--- src/rtl/hazard_ctrl_pkg.sv ---
// Shared pipeline package: register address width, stall FSM state type,
// debug view of the FSM, and the stall-length constants.
package pipe_pkg;

  localparam int NREG_W = 3;

  // Bubble counts for the dependences the bypass network cannot cover.
  localparam logic [1:0] STALL_LOAD    = 2'd1;
  localparam logic [1:0] STALL_BR_LOAD = 2'd2;
  localparam logic [1:0] STALL_BR_ALU  = 2'd1;

  typedef enum logic {
    RUN  = 1'b0,
    HOLD = 1'b1
  } hz_state_t;

  // Debug view of the stall FSM so checkers can observe it directly.
  typedef struct packed {
    hz_state_t  state;
    logic [1:0] remain;
  } hz_dbg_t;

endpackage

--- src/rtl/hazard_ctrl_if.sv ---
// Hazard controller bus: ID/EX/MEM hazard inputs from the pipeline (master)
// and the PC/IF-ID/ID-EX control outputs back to it (slave = controller).
// All signals are level-sampled every cycle; there is no handshake, the
// controller's outputs are a pure function of its state and this cycle's
// inputs, and the pipeline must honour them in the same cycle.
interface hazard_ctrl_if #(
  parameter int NREG_W = 3
);
  import pipe_pkg::*;

  logic [NREG_W-1:0] rs1;
  logic [NREG_W-1:0] rs2;
  logic              rs1Used;
  logic              rs2Used;
  logic              BranchID;
  logic              BranchTaken;
  logic [NREG_W-1:0] rdEX;
  logic              RegWriteEX;
  logic              MemReadEX;
  logic [NREG_W-1:0] rdMEM;
  logic              MemReadMEM;
  logic              MemWait;
  logic              PCWrite;
  logic              IFIDWrite;
  logic              BubbleEX;
  logic              FlushIF;
  hz_dbg_t           dbg;

  modport master (
    output rs1, rs2, rs1Used, rs2Used, BranchID, BranchTaken,
           rdEX, RegWriteEX, MemReadEX, rdMEM, MemReadMEM, MemWait,
    input  PCWrite, IFIDWrite, BubbleEX, FlushIF, dbg
  );

  modport slave (
    input  rs1, rs2, rs1Used, rs2Used, BranchID, BranchTaken,
           rdEX, RegWriteEX, MemReadEX, rdMEM, MemReadMEM, MemWait,
    output PCWrite, IFIDWrite, BubbleEX, FlushIF, dbg
  );

endinterface

--- src/rtl/hazard_ctrl_perf.sv ---
// Saturating event counter used for the hazard performance statistics.
module hazard_perf #(
  parameter int W = 16
) (
  input  logic         clk,
  input  logic         rst,
  input  logic         inc,
  output logic [W-1:0] cnt
);

  // Count qualified events, holding at all-ones.
  always_ff @(posedge clk or posedge rst) begin
    if (rst) begin
      cnt <= '0;
    end else if (inc && (cnt != {W{1'b1}})) begin
      cnt <= cnt + 1'b1;
    end
  end

endmodule

--- src/rtl/hazard_ctrl.sv ---
// Pipeline hazard controller: freezes PC/IF-ID and bubbles ID/EX for
// dependences the bypass cannot cover, flushes IF/ID on taken ID branches,
// and freezes everything under MemWait.
// Optional feature macro: HAZARD_PERF_EN adds three saturating counters.
module hazard_ctrl
  import pipe_pkg::*;
#(
  parameter int NREG_W = pipe_pkg::NREG_W
`ifdef HAZARD_PERF_EN
  ,
  parameter int PERF_W = 16
`endif
) (
  input  logic              clk,
  input  logic              rst,
  hazard_ctrl_if.slave      bus
`ifdef HAZARD_PERF_EN
  ,
  output logic [PERF_W-1:0] stallCnt,
  output logic [PERF_W-1:0] brStallCnt,
  output logic [PERF_W-1:0] flushCnt
`endif
);

  hz_state_t  state;
  logic [1:0] remain;
  logic [1:0] need;
  logic [1:0] need1;
  logic [1:0] need2;
  logic       stall;

  // Stall length demanded by one source register of the ID instruction.
  function automatic logic [1:0] src_len(
    input logic              used,
    input logic [NREG_W-1:0] r,
    input logic              branch,
    input logic [NREG_W-1:0] rd_ex,
    input logic              wr_ex,
    input logic              load_ex,
    input logic [NREG_W-1:0] rd_mem,
    input logic              load_mem
  );
    logic       m_ex;
    logic       m_mem;
    logic [1:0] len;
    m_ex  = (r != '0) && (r == rd_ex) && wr_ex;
    m_mem = (r != '0) && (r == rd_mem) && load_mem;
    len   = 2'd0;
    if (used) begin
      if (branch) begin
        if (m_ex && load_ex)      len = STALL_BR_LOAD;
        else if (m_ex || m_mem)   len = STALL_BR_ALU;
      end else if (m_ex && load_ex) begin
        len = STALL_LOAD;
      end
    end
    return len;
  endfunction

  // Required stall length: maximum over both participating sources.
  always_comb begin
    need1 = src_len(bus.rs1Used, bus.rs1, bus.BranchID, bus.rdEX,
                    bus.RegWriteEX, bus.MemReadEX, bus.rdMEM, bus.MemReadMEM);
    need2 = src_len(bus.rs2Used, bus.rs2, bus.BranchID, bus.rdEX,
                    bus.RegWriteEX, bus.MemReadEX, bus.rdMEM, bus.MemReadMEM);
    need  = (need1 > need2) ? need1 : need2;
  end

  // HOLD keeps the stall without re-detection, so a frozen ID instruction
  // cannot re-trigger once its operands are on their way.
  assign stall = ((state == RUN) && (need != 2'd0)) || (state == HOLD);

  // Pipeline control; reset forces the pipe clear, MemWait masks all else.
  always_comb begin
    bus.PCWrite   = !rst && !stall && !bus.MemWait;
    bus.IFIDWrite = !rst && !stall && !bus.MemWait;
    bus.BubbleEX  = rst || (stall && !bus.MemWait);
    bus.FlushIF   = rst || (bus.BranchTaken && bus.BranchID && !stall && !bus.MemWait);
  end

  // Stall FSM: RUN detects and launches a stall, HOLD counts remaining bubbles.
  always_ff @(posedge clk or posedge rst) begin
    if (rst) begin
      state  <= RUN;
      remain <= 2'd0;
    end else if (!bus.MemWait) begin
      case (state)
        RUN: begin
          if (need != 2'd0) begin
            remain <= need - 2'd1;
            state  <= (need > 2'd1) ? HOLD : RUN;
          end
        end
        HOLD: begin
          remain <= remain - 2'd1;
          if (remain <= 2'd1) state <= RUN;
        end
        default: begin
          state  <= RUN;
          remain <= 2'd0;
        end
      endcase
    end
  end

  assign bus.dbg = '{state: state, remain: remain};

`ifdef HAZARD_PERF_EN
  logic act;
  assign act = !rst && !bus.MemWait;

  hazard_perf #(.W(PERF_W)) u_stall_cnt (
    .clk (clk), .rst (rst),
    .inc (act && stall && !bus.BranchID),
    .cnt (stallCnt)
  );

  hazard_perf #(.W(PERF_W)) u_br_stall_cnt (
    .clk (clk), .rst (rst),
    .inc (act && stall && bus.BranchID),
    .cnt (brStallCnt)
  );

  hazard_perf #(.W(PERF_W)) u_flush_cnt (
    .clk (clk), .rst (rst),
    .inc (act && bus.FlushIF),
    .cnt (flushCnt)
  );
`endif

endmodule
--- src/flat_wrapper.sv ---
// flat-port wrapper written by rule: the top's interface ports become plain ports
module hazard_ctrl_flat import pipe_pkg::*;
#(
  parameter int NREG_W = pipe_pkg::NREG_W

)
  (clk, rst, bus_rs1, bus_rs2, bus_rs1Used, bus_rs2Used, bus_BranchID, bus_BranchTaken, bus_rdEX, bus_RegWriteEX, bus_MemReadEX, bus_rdMEM, bus_MemReadMEM, bus_MemWait, bus_PCWrite, bus_IFIDWrite, bus_BubbleEX, bus_FlushIF, bus_dbg);
  hazard_ctrl_if #(.NREG_W(NREG_W)) bus_i ();
  input  logic clk;
  input  logic rst;
  input wire logic [$bits(bus_i.rs1)-1:0] bus_rs1;
  input wire logic [$bits(bus_i.rs2)-1:0] bus_rs2;
  input wire logic [$bits(bus_i.rs1Used)-1:0] bus_rs1Used;
  input wire logic [$bits(bus_i.rs2Used)-1:0] bus_rs2Used;
  input wire logic [$bits(bus_i.BranchID)-1:0] bus_BranchID;
  input wire logic [$bits(bus_i.BranchTaken)-1:0] bus_BranchTaken;
  input wire logic [$bits(bus_i.rdEX)-1:0] bus_rdEX;
  input wire logic [$bits(bus_i.RegWriteEX)-1:0] bus_RegWriteEX;
  input wire logic [$bits(bus_i.MemReadEX)-1:0] bus_MemReadEX;
  input wire logic [$bits(bus_i.rdMEM)-1:0] bus_rdMEM;
  input wire logic [$bits(bus_i.MemReadMEM)-1:0] bus_MemReadMEM;
  input wire logic [$bits(bus_i.MemWait)-1:0] bus_MemWait;
  output wire logic [$bits(bus_i.PCWrite)-1:0] bus_PCWrite;
  output wire logic [$bits(bus_i.IFIDWrite)-1:0] bus_IFIDWrite;
  output wire logic [$bits(bus_i.BubbleEX)-1:0] bus_BubbleEX;
  output wire logic [$bits(bus_i.FlushIF)-1:0] bus_FlushIF;
  output wire logic [$bits(bus_i.dbg)-1:0] bus_dbg;
  assign bus_i.rs1 = bus_rs1;
  assign bus_i.rs2 = bus_rs2;
  assign bus_i.rs1Used = bus_rs1Used;
  assign bus_i.rs2Used = bus_rs2Used;
  assign bus_i.BranchID = bus_BranchID;
  assign bus_i.BranchTaken = bus_BranchTaken;
  assign bus_i.rdEX = bus_rdEX;
  assign bus_i.RegWriteEX = bus_RegWriteEX;
  assign bus_i.MemReadEX = bus_MemReadEX;
  assign bus_i.rdMEM = bus_rdMEM;
  assign bus_i.MemReadMEM = bus_MemReadMEM;
  assign bus_i.MemWait = bus_MemWait;
  assign bus_PCWrite = bus_i.PCWrite;
  assign bus_IFIDWrite = bus_i.IFIDWrite;
  assign bus_BubbleEX = bus_i.BubbleEX;
  assign bus_FlushIF = bus_i.FlushIF;
  assign bus_dbg = bus_i.dbg;
  hazard_ctrl #(.NREG_W(NREG_W)) u_core (.clk(clk), .rst(rst), .bus(bus_i));
endmodule
--- config.mk ---
export PLATFORM = sky130hd
export DESIGN_NAME = hazard_ctrl_flat
export DESIGN_NICKNAME = d
export VERILOG_FILES = /design/src/rtl/hazard_ctrl_pkg.sv /design/src/rtl/hazard_ctrl_if.sv /design/src/rtl/hazard_ctrl_perf.sv /design/src/rtl/hazard_ctrl.sv /design/src/flat_wrapper.sv
export SDC_FILE = /design/constraint.sdc
export NUM_CORES = 1
export LEC_CHECK = 0
export ABC_AREA = 1
export CORE_MARGIN = 1
export CORE_UTILIZATION = 30
export CTS_BUF_LIST = sky130_fd_sc_hd__clkbuf_4 sky130_fd_sc_hd__clkbuf_8
export DETAILED_ROUTE_END_ITERATION = 16
export HOLD_SLACK_MARGIN = 0.15
export SLEW_MARGIN = 20
export SYNTH_ARGS = -nofsm -noshare
export SYNTH_HDL_FRONTEND = slang
export SYNTH_SLANG_ARGS = --single-unit
--- constraint.sdc ---
create_clock -name clk -period 5.8 [get_ports clk]
set_input_delay 0.87 -clock clk [delete_from_list [all_inputs] [get_ports clk]]
set_output_delay 0.87 -clock clk [all_outputs]
set_load 0.05 [all_outputs]
# Word level (Yosys, flattened, before mapping)
# Index checks and enable logic that the tools add are counted.
[word_totals]
regBits = 3
inputBits = 22
word_cells = 60
[classes]
addsub = 2
order_cmp = 3
n_eq_ne = 5
muxes = 17
bitwise_logic = 2
n_reduce_logical = 29
[op_table]
columns = ["operator", "n"]
rows = [
  ["1-bit logical AND", 17],
  ["2-bit two-way mux", 8],
  ["3-bit equality test", 4],
  ["1-bit two-way mux", 7],
  ["3-bit nonzero test", 2],
  ["1-bit logical OR", 5],
  ["2-bit one-hot mux with 2 select lines", 1],
  ["2-bit by 1-bit subtractor with 2-bit output, second input constant", 2],
  ["1-bit logical NOT", 3],
  ["2-bit by 1-bit greater-than comparator with 1-bit output, second input constant", 1],
  ["2-bit greater-than comparator", 1],
  ["2-bit by 1-bit less-or-equal comparator with 1-bit output, second input constant", 1],
  ["2-bit != test, second input constant", 1],
  ["1-bit inverter", 2],
  ["1-bit one-hot mux with 2 select lines", 1],
  ["2-bit AND reduction", 1],
  ["2-bit nonzero test", 1],
]

# Logic depth before layout (Yosys ltp)
# Gate-level depths: netlist (run 1).
[logic_depth]
depth_word = 17
mapped_depth = 21
ltp_nobuf = 21

# Least setup slack after synthesis (run 1)
# No wires, ideal clock.
[synth_timing]
kind = "in2out"
from = "input port bus_rs1[1]"
to = "output port bus_PCWrite"
t_arrival_ps = 3820
required_time_ps = 4930
path_slack_ps = 1110
path_stages = 17
n_path_buf = 1
path_cell_list = "inv_1 nand2_1 nand3_1 nor2_2 nand4_1 nor2_1 inv_1 ha_1 nor2_1 o21a_1 inv_1 nand2_1 and2_1 ha_1 nand2_1 nor3_1 buf_4"
[synth_between]
elab_chain_len = 16
word_cells_on_any_way = 22
[synth_lines]
columns = ["element", "line_no", "text"]
rows = [
  ["start: declaration", "flat_wrapper.sv:11", "input wire logic [$bits(bus_i.rs1)-1:0] bus_rs1;"],
  ["3-bit equality test, or another cell as far along", "hazard_ctrl.sv:46", "m_ex = (r != '0) && (r == rd_ex) && wr_ex;"],
  ["1-bit logical AND, on equally long branches (2 in series)", "hazard_ctrl.sv:46, hazard_ctrl.sv:47", ""],
  ["1-bit logical OR", "hazard_ctrl.sv:52", "else if (m_ex || m_mem) len = STALL_BR_ALU;"],
  ["1-bit two-way mux", "hazard_ctrl.sv:52", ""],
  ["2-bit two-way mux", "hazard_ctrl.sv:51", "if (m_ex && load_ex) len = STALL_BR_LOAD;"],
  ["2-bit two-way mux (*)", "hazard_ctrl.sv:50", "if (branch) begin"],
  ["2-bit two-way mux (*)", "hazard_ctrl.sv:49", "if (used) begin"],
  ["2-bit greater-than comparator", "hazard_ctrl.sv:66", "need = (need1 > need2) ? need1 : need2;"],
  ["2-bit two-way mux (*)", "hazard_ctrl.sv:66", ""],
  ["2-bit nonzero test (*)", "hazard_ctrl.sv:71", "assign stall = ((state == RUN) && (need != 2'd0)) || (state == HOLD);"],
  ["1-bit logical AND (*)", "hazard_ctrl.sv:71", ""],
  ["1-bit logical OR (*)", "hazard_ctrl.sv:71", ""],
  ["1-bit logical NOT (*)", "-", ""],
  ["1-bit logical AND (*) (2 in series)", "-", ""],
  ["end: declaration", "flat_wrapper.sv:23", "output wire logic [$bits(bus_i.PCWrite)-1:0] bus_PCWrite;"],
]
# Mark *: on every way between the ends. The rest lies on a longest branch, timed or not.

# Worst setup path after layout (run 1)
[layout_timing]
from = "input port bus_rdEX[0]"
to = "output port bus_IFIDWrite"
[layout_between]
elab_chain_len = 16
word_cells_on_any_way = 28
[layout_lines]
columns = ["element", "line_no", "text"]
rows = [
  ["start: declaration", "flat_wrapper.sv:17", "input wire logic [$bits(bus_i.rdEX)-1:0] bus_rdEX;"],
  ["3-bit equality test", "hazard_ctrl.sv:46", ""],
  ["1-bit logical AND (2 in series)", "hazard_ctrl.sv:46", ""],
  ["1-bit logical OR", "hazard_ctrl.sv:52", ""],
  ["1-bit two-way mux", "hazard_ctrl.sv:52", ""],
  ["2-bit two-way mux", "hazard_ctrl.sv:51", ""],
  ["2-bit two-way mux", "hazard_ctrl.sv:50", ""],
  ["2-bit two-way mux", "hazard_ctrl.sv:49", ""],
  ["2-bit greater-than comparator", "hazard_ctrl.sv:66", ""],
  ["2-bit two-way mux (*)", "hazard_ctrl.sv:66", ""],
  ["2-bit nonzero test (*)", "hazard_ctrl.sv:71", ""],
  ["1-bit logical AND (*)", "hazard_ctrl.sv:71", ""],
  ["1-bit logical OR (*)", "hazard_ctrl.sv:71", ""],
  ["1-bit logical NOT (*)", "hazard_ctrl.sv:76", "bus.IFIDWrite = !rst && !stall && !bus.MemWait;"],
  ["1-bit logical AND (*) (2 in series)", "hazard_ctrl.sv:76", ""],
  ["end: declaration", "flat_wrapper.sv:24", "output wire logic [$bits(bus_i.IFIDWrite)-1:0] bus_IFIDWrite;"],
]
# Marked as above.

==> results of run 1 <==
## layout make-up
cell class	instances	area [um^2]
Tap cell	25	31.3
Timing Repair Buffer	28	280
Sequential cell	3	75.1
Multi-Input combinational cell	86	437
Clock buffer	4	30.0
Inverter	22	82.6
Fill cell	210	885
## power by group
| group | total, mW | switching (mW) | internal [mW] |
|---|---|---|---|
| Sequential | 0.0361 | 0.00609 | 0.0300 |
| Combinational | 0.138 | 0.0854 | 0.0524 |
| Clock | 0.0419 | 0.0114 | 0.0305 |
| Total | 0.216 | 0.103 | 0.113 |
## cells by family (layout without fill, tap and decap cells)
family,after synthesis,count (layout),share of synthesized area [%]
and+or+nand+nor,68,68,46.8
buffers and inverters,24,54,16.0
AOI/OAI and AO/OA,10,10,10.3
adders and majority gates,5,5,10.3
xor gates and xnor gates,3,3,4.31
DFF,3,3,12.3
## through the flow
step	instances	hold slack (ns)
4_1_cts	168	0.587
3_3_place_gp	164	0.581
5_1_grt	168	0.621
2_1_floorplan	113	0.593
3_5_place_dp	164	0.578
6_report	168	0.579
## routing by layer
layer / GRT usage (%) / wire, um / vias to the layer above
met3: 3.46 / 69 / 0
met2: 27.2 / 697 / 18
met1: 21.2 / 709 / 314
met4: 1.71 / 0 / 0
met5: 0 / 0 / -
li1: - / - / 408
## worst paths after layout
| check | end | slack [ns] | cells after the start |
|---|---|---|---|
| max | bus_IFIDWrite | 0.86 | 18 |
| min | u_core.remain[0] | 0.58 | 2 |
| max reg2reg | u_core.remain[1] | 4.64 | 6 |
| min reg2reg | u_core.remain[0] | 0.58 | 2 |
| max in group asynchronous | u_core.remain[1] | 4.78 | 2 |
| min in group asynchronous | u_core.state | 0.86 | 2 |
## registers in the layout, indices dropped and copies added, names as in the netlist
name	count
u_core.state	1
u_core.remain	2
## worst register-to-register path, stage by stage (launching register included)
cell and delay [ns]:
dfrtp_1 0.37, inv_1 0.16, nand2_1 0.12, nand2_1 0.13, inv_1 0.08, o211ai_1 0.08
o21ai_0 0.10
## cell usage in the layout, fill, tap and decap left out, drive strengths merged, types with 3 or more instances in the layout
cell,synthesis,layout
inv,22,22
clkbuf,0,4
clkdlybuf4s50,0,28
nand3,8,8
ha,5,5
o21ai,6,6
nor2,18,18
dfrtp,3,3
nand2,37,37
==> results.yml, run 1 <==
status:
  status: "completed"
floorplan:
  fp.dieH_um: 47.1
  fp.dieW_um: 47.1
  core_area_um2: 1820
  start_util_pct: 33.5
  pin_count: 29
  die_area_um2: 2220
  num_rows: 15
finish:
  antenna_cells: 0
  final_area_um2: 936
  layout-drive-gt1-share_pct: 7.69
  syn2layout_area_growth_pct: 53.6
  num-nets-final: 171
  fin_util_pct: 51.4
clock_network:
  clockBufferDepth: 2
  cts_tree: "built"
  clk_pin_slew_ns: 0.04
  cts_buffers: 3
  clkLatencyLatePin_ns: 0.23
  htreeDepth: 1
  post_cts_buffers: 0
  cts.hold.buffers_added: 0
  cts_resized: 0
  cts_num_sinks: 3
  ctsRootBufferMaster: "clkbuf_4"
routing:
  detail-route-antenna-nets: 0
  drc: 0
  wire_per_inst_um: 8.79
  dr.pass1.iters: 4
  drtIter0Drc: 22
  wl_mm: 1.48
  num_vias: 740
  via_per_inst: 4.40
synthesis:
  avgSynthCellArea_um2: 5.39
  synth_top_flop_cell: "dfrtp_1"
  synth_edf_count: 0
  synthTopCellsByArea: "nand2_1 (23%), dfrtp_1 (12%), inv_1 (12%)"
  netlist_area_um2: 609
  yosys.cell_count.top_type: "nand2_1"
  ys_ff_latch: 3
  synthArstFlopShare_pct: 100
  synth_cells: 113
  yosysTopAreaCellShare_pct: 22.8
  syn_nets: 140
  yosysWarnings: 0
  synthTopCellsByCount: "nand2_1 (37), inv_1 (20), nor2_1 (14)"
  synth_top_cell_by_area: "nand2_1"
  ys_seq_area_share_pct: 12.3
  ys_types: 19
sta:
  fin_ws_ns: 0.865
  finalCriticalPeriod_ns: 4.94
  relSlewSlack_pct: 66.7
  finalSetupViolCount: 0
  worstMarginPinSlew_ns: 0.497
  rsz0062_at_grt: "false"
  skew_ns: 0.00490
  tns_ns: 0
  period_share_pct: 85.1
  maxSlewViolCount: 0
  finalHoldViolCount: 0
  clock.fmax_mhz: 203
grt:
  grt_pass1_vias: 647
  grt_pass1_wl_mm: 2.56
  grt_overflow_total: 0
  grt_max_degree: 8
  antenna_found_initial: 0
  grtUsageTotal_pct: 15.9
worst_hold_path:
  min_path_type: "reg2reg"
  min-delay-start: "u_core.remain[0]"
placed_design:
  gp_congestion: 0.810
  hpwl_mm: 1.34
  dp_slack_ns: 0.849
  place_area_um2: 906
  numPortBuffers: 28
setup_path:
  end_kind: "primary output"
  cp_top_family: "buffers and inverters"
  cp_data_arrival_time_ns: 4.07
  cp_slowest_cell: "clkdlybuf4s50_1"
  cp_slowest_stage_delay_ns: 0.85
  required_ns: 4.93
  path_cells: "clkdlybuf4s50_1 > inv_1 > nand2_1 > nand3_1 > nor2_2 > nand4_1 > nor2_1 > inv_1 > ha_1 > nor2_1 > o21a_1 > inv_1 > nand2_1 > and2_1 > ha_1 > nand2_1 > nor3_1 > clkdlybuf4s50_1"
  worstSetupPathType: "in2out"
  crit_buf_inv: 5
  critPathMaxFanout: 3
  start_kind: "input port"
  r2r_start: "u_core.state"
  startpoint: "bus_rdEX[0]"
pwr:
  power_per_cell_area_nw_per_um2: 231
  ir_worst_vdd_mv: 0.144
  leakagePower_nw: 0.472
  finalPower_uw: 216
run:
  cap_viol_max_count: 0
No activity file was read; power rests on OpenSTA's default activity.
==> inputs of run 2 (changes only) <==
- ABC_CLOCK_PERIOD_IN_PS: not set -> 5800
- GPL_TIMING_DRIVEN: not set -> 0
==> run 2 against run 1 <==
  * Combinational power up 3%
  * Worst hold slack improved by 0.0026 ns
  * Sequential power barely moved
  * Clock skew decreased by 0.00055 ns
  * Utilization up 0.82 points
  * Final cell count rose by 1.2%
  * Non-clock buffer count grew 2
  * Register-to-register slack is essentially flat
  * Routed wire length is 1.5% lower
  * Critical path depth grew 1
  * Sequential cell count stayed put
  * Clock power rose by 2%
  * Largest cell class unchanged
==> results.yml, run 2 (synthesized netlist as in run 1, its figures left out) <==
status:
  status: "completed"
finish:
  syn2layout_area_growth_pct: 56.1
  largest_register_ffs: 2
  fillers: 188
  largestRegisters: "u_core.remain x2, u_core.state x1"
  final_cell_mix: "nand2_1 (37), clkdlybuf4s50_1 (28), inv_1 (20)"
  antenna_cells: 0
  num-nets-final: 173
  layout_commonest_cell: "nand2_1"
  layout-drive-gt1-share_pct: 8.97
  max_flop_register: "u_core.remain"
floorplan:
  num_rows: 15
  core_area_um2: 1820
  fp.dieW_um: 47.1
  pin_count: 29
  die_area_um2: 2220
  start_util_pct: 33.5
  fp.dieH_um: 47.1
setup_path:
  crit_buf_inv: 6
  reg2reg_slack_ns: 4.64
  cp_slowest_stage_delay_ns: 0.79
  worstSetupPathType: "in2out"
  start_kind: "input port"
  critPathMaxFanout: 3
  crit_top_cell: "nand2_1"
  cp_slowest_cell: "clkdlybuf4s50_1"
  cp_top_family: "buffers and inverters"
  required_ns: 4.93
  path_cells: "clkdlybuf4s50_1 > inv_2 > nand2_1 > nand3_1 > nor2_2 > nand4_1 > nor2_1 > inv_1 > ha_1 > nor2_1 > o21a_1 > inv_1 > nand2_1 > and2_1 > ha_1 > nand2_1 > nor3_1 > buf_4 > clkdlybuf4s50_1"
  end_kind: "primary output"
  cp_data_arrival_time_ns: 4.13
sta:
  skew_ns: 0.00435
  maxSlewViolCount: 0
  period_share_pct: 86.2
  finalHoldViolCount: 0
  clock.fmax_mhz: 200
  finalCriticalPeriod_ns: 5.00
  rsz0062_at_grt: "false"
  finalSetupViolCount: 0
  tns_ns: 0
  worstMarginPinSlew_ns: 0.524
  relSlewSlack_pct: 65.0
  hold_ws_ns: 0.582
worst_hold_path:
  min_path_type: "reg2reg"
routing:
  wl_mm: 1.45
  drc: 0
  wire_per_inst_um: 8.55
  via_per_inst: 4.37
  drtIter0Drc: 25
  num_vias: 743
  dr.pass1.iters: 4
  detail-route-antenna-nets: 0
clock_network:
  cts_tree: "built"
  post_cts_buffers: 0
  clk_pin_slew_ns: 0.04
  cts_resized: 0
  clockBufferDepth: 2
  cts_buffers: 3
  ctsRootBufferMaster: "clkbuf_4"
  cts.hold.buffers_added: 0
  htreeDepth: 1
  cts_num_sinks: 3
  clkLatencyLatePin_ns: 0.24
grt:
  grtUsageTotal_pct: 14.9
  grt_overflow_total: 0
  grt_pass1_vias: 607
  grt_pass1_wl_mm: 2.35
  antenna_found_initial: 0
  grt_max_degree: 8
placed_design:
  numPortBuffers: 28
  hpwl_mm: 1.24
  gp_congestion: 0.788
pwr:
  ir_worst_vdd_mv: 0.132
  power_per_cell_area_nw_per_um2: 233
  finalPower_uw: 221
  leakagePower_nw: 0.482
run:
  cap_viol_max_count: 0
run 2: path summary, 6_finish.rpt:
path | start | to | cells past startpoint
setup / recovery | bus_rs1[0] | bus_PCWrite | 19
hold / removal | u_core.remain[0] | u_core.remain[0] | 2
setup reg to reg | u_core.state | u_core.remain[1] | 6
hold reg to reg | u_core.remain[0] | u_core.remain[0] | 2
max in group asynchronous | rst | u_core.remain[1] | 2
min in group asynchronous | rst | u_core.remain[0] | 2
run 2: cell type report:
class / count / area [um^2] / share of cell area (%)
Multi-Input combinational cell: 86 / 437 / 45.9
Tap cell: 25 / 31.3 / 3.29
Buffer: 2 / 15.0 / 1.58
Sequential cell: 3 / 75.1 / 7.89
Inverter: 22 / 82.6 / 8.68
Timing Repair Buffer: 28 / 280 / 29.5
Clock buffer: 4 / 30.0 / 3.16
run 2: per-stage QoR:
stage	setup WS, ns	cell area [um^2]	util [%]	std cells
6_report	0.801	951	52.2	170
5_1_grt	0.520	951	52.2	170
3_3_place_gp	0.772	921	50.6	166
4_1_cts	0.747	951	52.2	170
3_5_place_dp	0.754	921	50.6	166
2_1_floorplan	1.11	609	-	113
run 2: power by group:
group	switching (mW)	internal, mW	leakage, nW
Clock	0.0124	0.0305	0.0184
Combinational	0.0862	0.0558	0.429
Sequential	0.00621	0.0300	0.0348
Total	0.105	0.116	0.482
run 2: metal layers:
layer	track usage, %	vias up	routed length (um)
li1	-	411	-
met1	18.1	314	721
met2	26.7	18	667
met3	3.46	0	65
met4	3.43	0	0
met5	0	-	0
run 2: worst reg2reg max path: cells and delay by family, from the launching register on:
kind            cells  cell delay (ns)
compound gates      2             0.18
buf+inv             2             0.23
flops               1             0.38
simple gates        2             0.24
==> RTL edit: new RTL, settings of run 1 <==
`NREG_W` is set to 3 in 2 places; all go to 4.
--- a/src/rtl/hazard_ctrl_pkg.sv
+++ b/src/rtl/hazard_ctrl_pkg.sv
@@ -4,3 +4,3 @@
 
-  localparam int NREG_W = 3;
+  localparam int NREG_W = 4;
 
--- a/src/rtl/hazard_ctrl_if.sv
+++ b/src/rtl/hazard_ctrl_if.sv
@@ -6,3 +6,3 @@
 interface hazard_ctrl_if #(
-  parameter int NREG_W = 3
+  parameter int NREG_W = 4
 );
Ports: changed (resized bus_rdEX, bus_rdMEM, bus_rs1 and bus_rs2); port bits go from 29 to 33. The function was not compared with the original's and may differ.
==> RTL edit against run 1 <==
  * Cell area is 21% higher
  * Routed wire length is 27% higher
  * Synthesized area is 25% higher
  * Worst setup slack worse by 320 ps
  * Clock power is 1% lower
  * Sequential power is 3% lower
  * Sequential cell count stayed put
  * Non-clock buffer count is 4 higher
  * Power hardly changed
  * Critical path type unchanged
==> RTL edit: results (changes against run 1) <==
| Metric | Value |
|---|---|
| Setup WS pre-CTS | 510 ps (-339 ps) |
| Sequential share of cell area | 6.64% (-1.4 points) |
| Ratio of cells with drive above 1 in the final layout | 9.89% (+2.2 points) |
| Peak supply drop | 0.000147 V (+1.6%) |
| Top cells by count, synth | nand2_1, inv_1, nor2_1, nand3_1 |
| GR Layer Usage met2 | 26.8% (-0.43 points) |
| Sequential cells | 3 (unchanged) |
| Multi-input gate area | 558 µm² (+28%) |
| Antenna viol nets, final | 0 (unchanged) |
| Met3 Usage GRT | 2.90% (-0.56 points) |
| Crit path from | bus_rdEX[1] |
| Dpl hpwl | 1660 µm (+24%) |
| Multi-input gates | 113 (+31%) |
| GR Util met1 | 18.4% (-2.8 points) |
| Top Layer Used | met4 |
| Post-synthesis compound-gate area fraction | 8.39% (-1.9 points) |
| GP Congestion | 0.807 (-0.36%) |
| Total wire length | 1870 µm (+27%) |
| WL met3 | 106 µm (+54%) |
| Clock Skews | 0.137 ps (-4.76 ps) |
| Vias in the first global route | 798 (+23%) |
| Worst EP arrival | 4390 ps (+320 ps) |
| PortBufs | 32 (+14%) |
| XOR/XNOR Fraction of Synth Area | 0% (-4.3 points) |
| Met1 WL | 889 µm (+25%) |
| First-pass GRT wire length | 3120 µm (+22%) |
| LEAKAGE | 0.614 nW (+30%) |
| # resized after CTS | 0 (unchanged) |
| Total GRT Usage | 15.7% (-0.25 points) |
| CP peak stage delay | 790 ps (-60 ps) |
| Buffers excl. clock | 32 (+14%) |
| Worst Hold Launch | u_core.remain[1] |
| Pin slew with the least headroom to its limit | 499 ps (+1.53 ps) |
| Sequential power | 35.0 µW (-3%) |
| Total of fill cells in the finished design | 244 (+16%) |
| Met2 WL post-DR | 836 µm (+20%) |
| Fin nets | 214 (+25%) |
| Psw | 102 µW (-0.48%) |
| Top cells by area, synth | nand2_1, inv_1, dfrtp_1 |
| Status | finished clean |
| Clock-cell share of area | 2.65% (-0.55 points) |
| Via/cell ratio | 4.39 (-0.32%) |
| Post-synthesis adder-cell area fraction | 8.22% (-2.0 points) |
| Synth cell types | 20 (+1) |
| Logic inverters | 30 (+36%) |
RTL edit: worst paths after layout:
check / endpoint / slack, ps / depth (start not counted)
max in group asynchronous: u_core.remain[1] / 4790 / 2
worst min-delay path: u_core.remain[1] / 580 / 2
worst max register to register: u_core.remain[1] / 4650 / 6
worst min register to register: u_core.remain[1] / 580 / 2
worst max-delay path: bus_BubbleEX / 540 / 21
min in group asynchronous: u_core.state / 860 / 2
RTL edit: stage by stage:
| step | instances | hold slack [ps] | instance area (µm²) | util [%] | total power [mW] |
|---|---|---|---|---|---|
| after global placement | 206 | 558 | 1100 | 47.9 | 0.175 |
| after CTS | 210 | 588 | 1130 | 49.2 | 0.219 |
| after detailed placement | 206 | 585 | 1100 | 47.9 | 0.176 |
| after floorplan | 148 | 580 | 761 | - | 0.127 |
| after global routing | 210 | 633 | 1130 | 49.2 | 0.234 |
| final | 210 | 577 | 1130 | 49.2 | 0.216 |
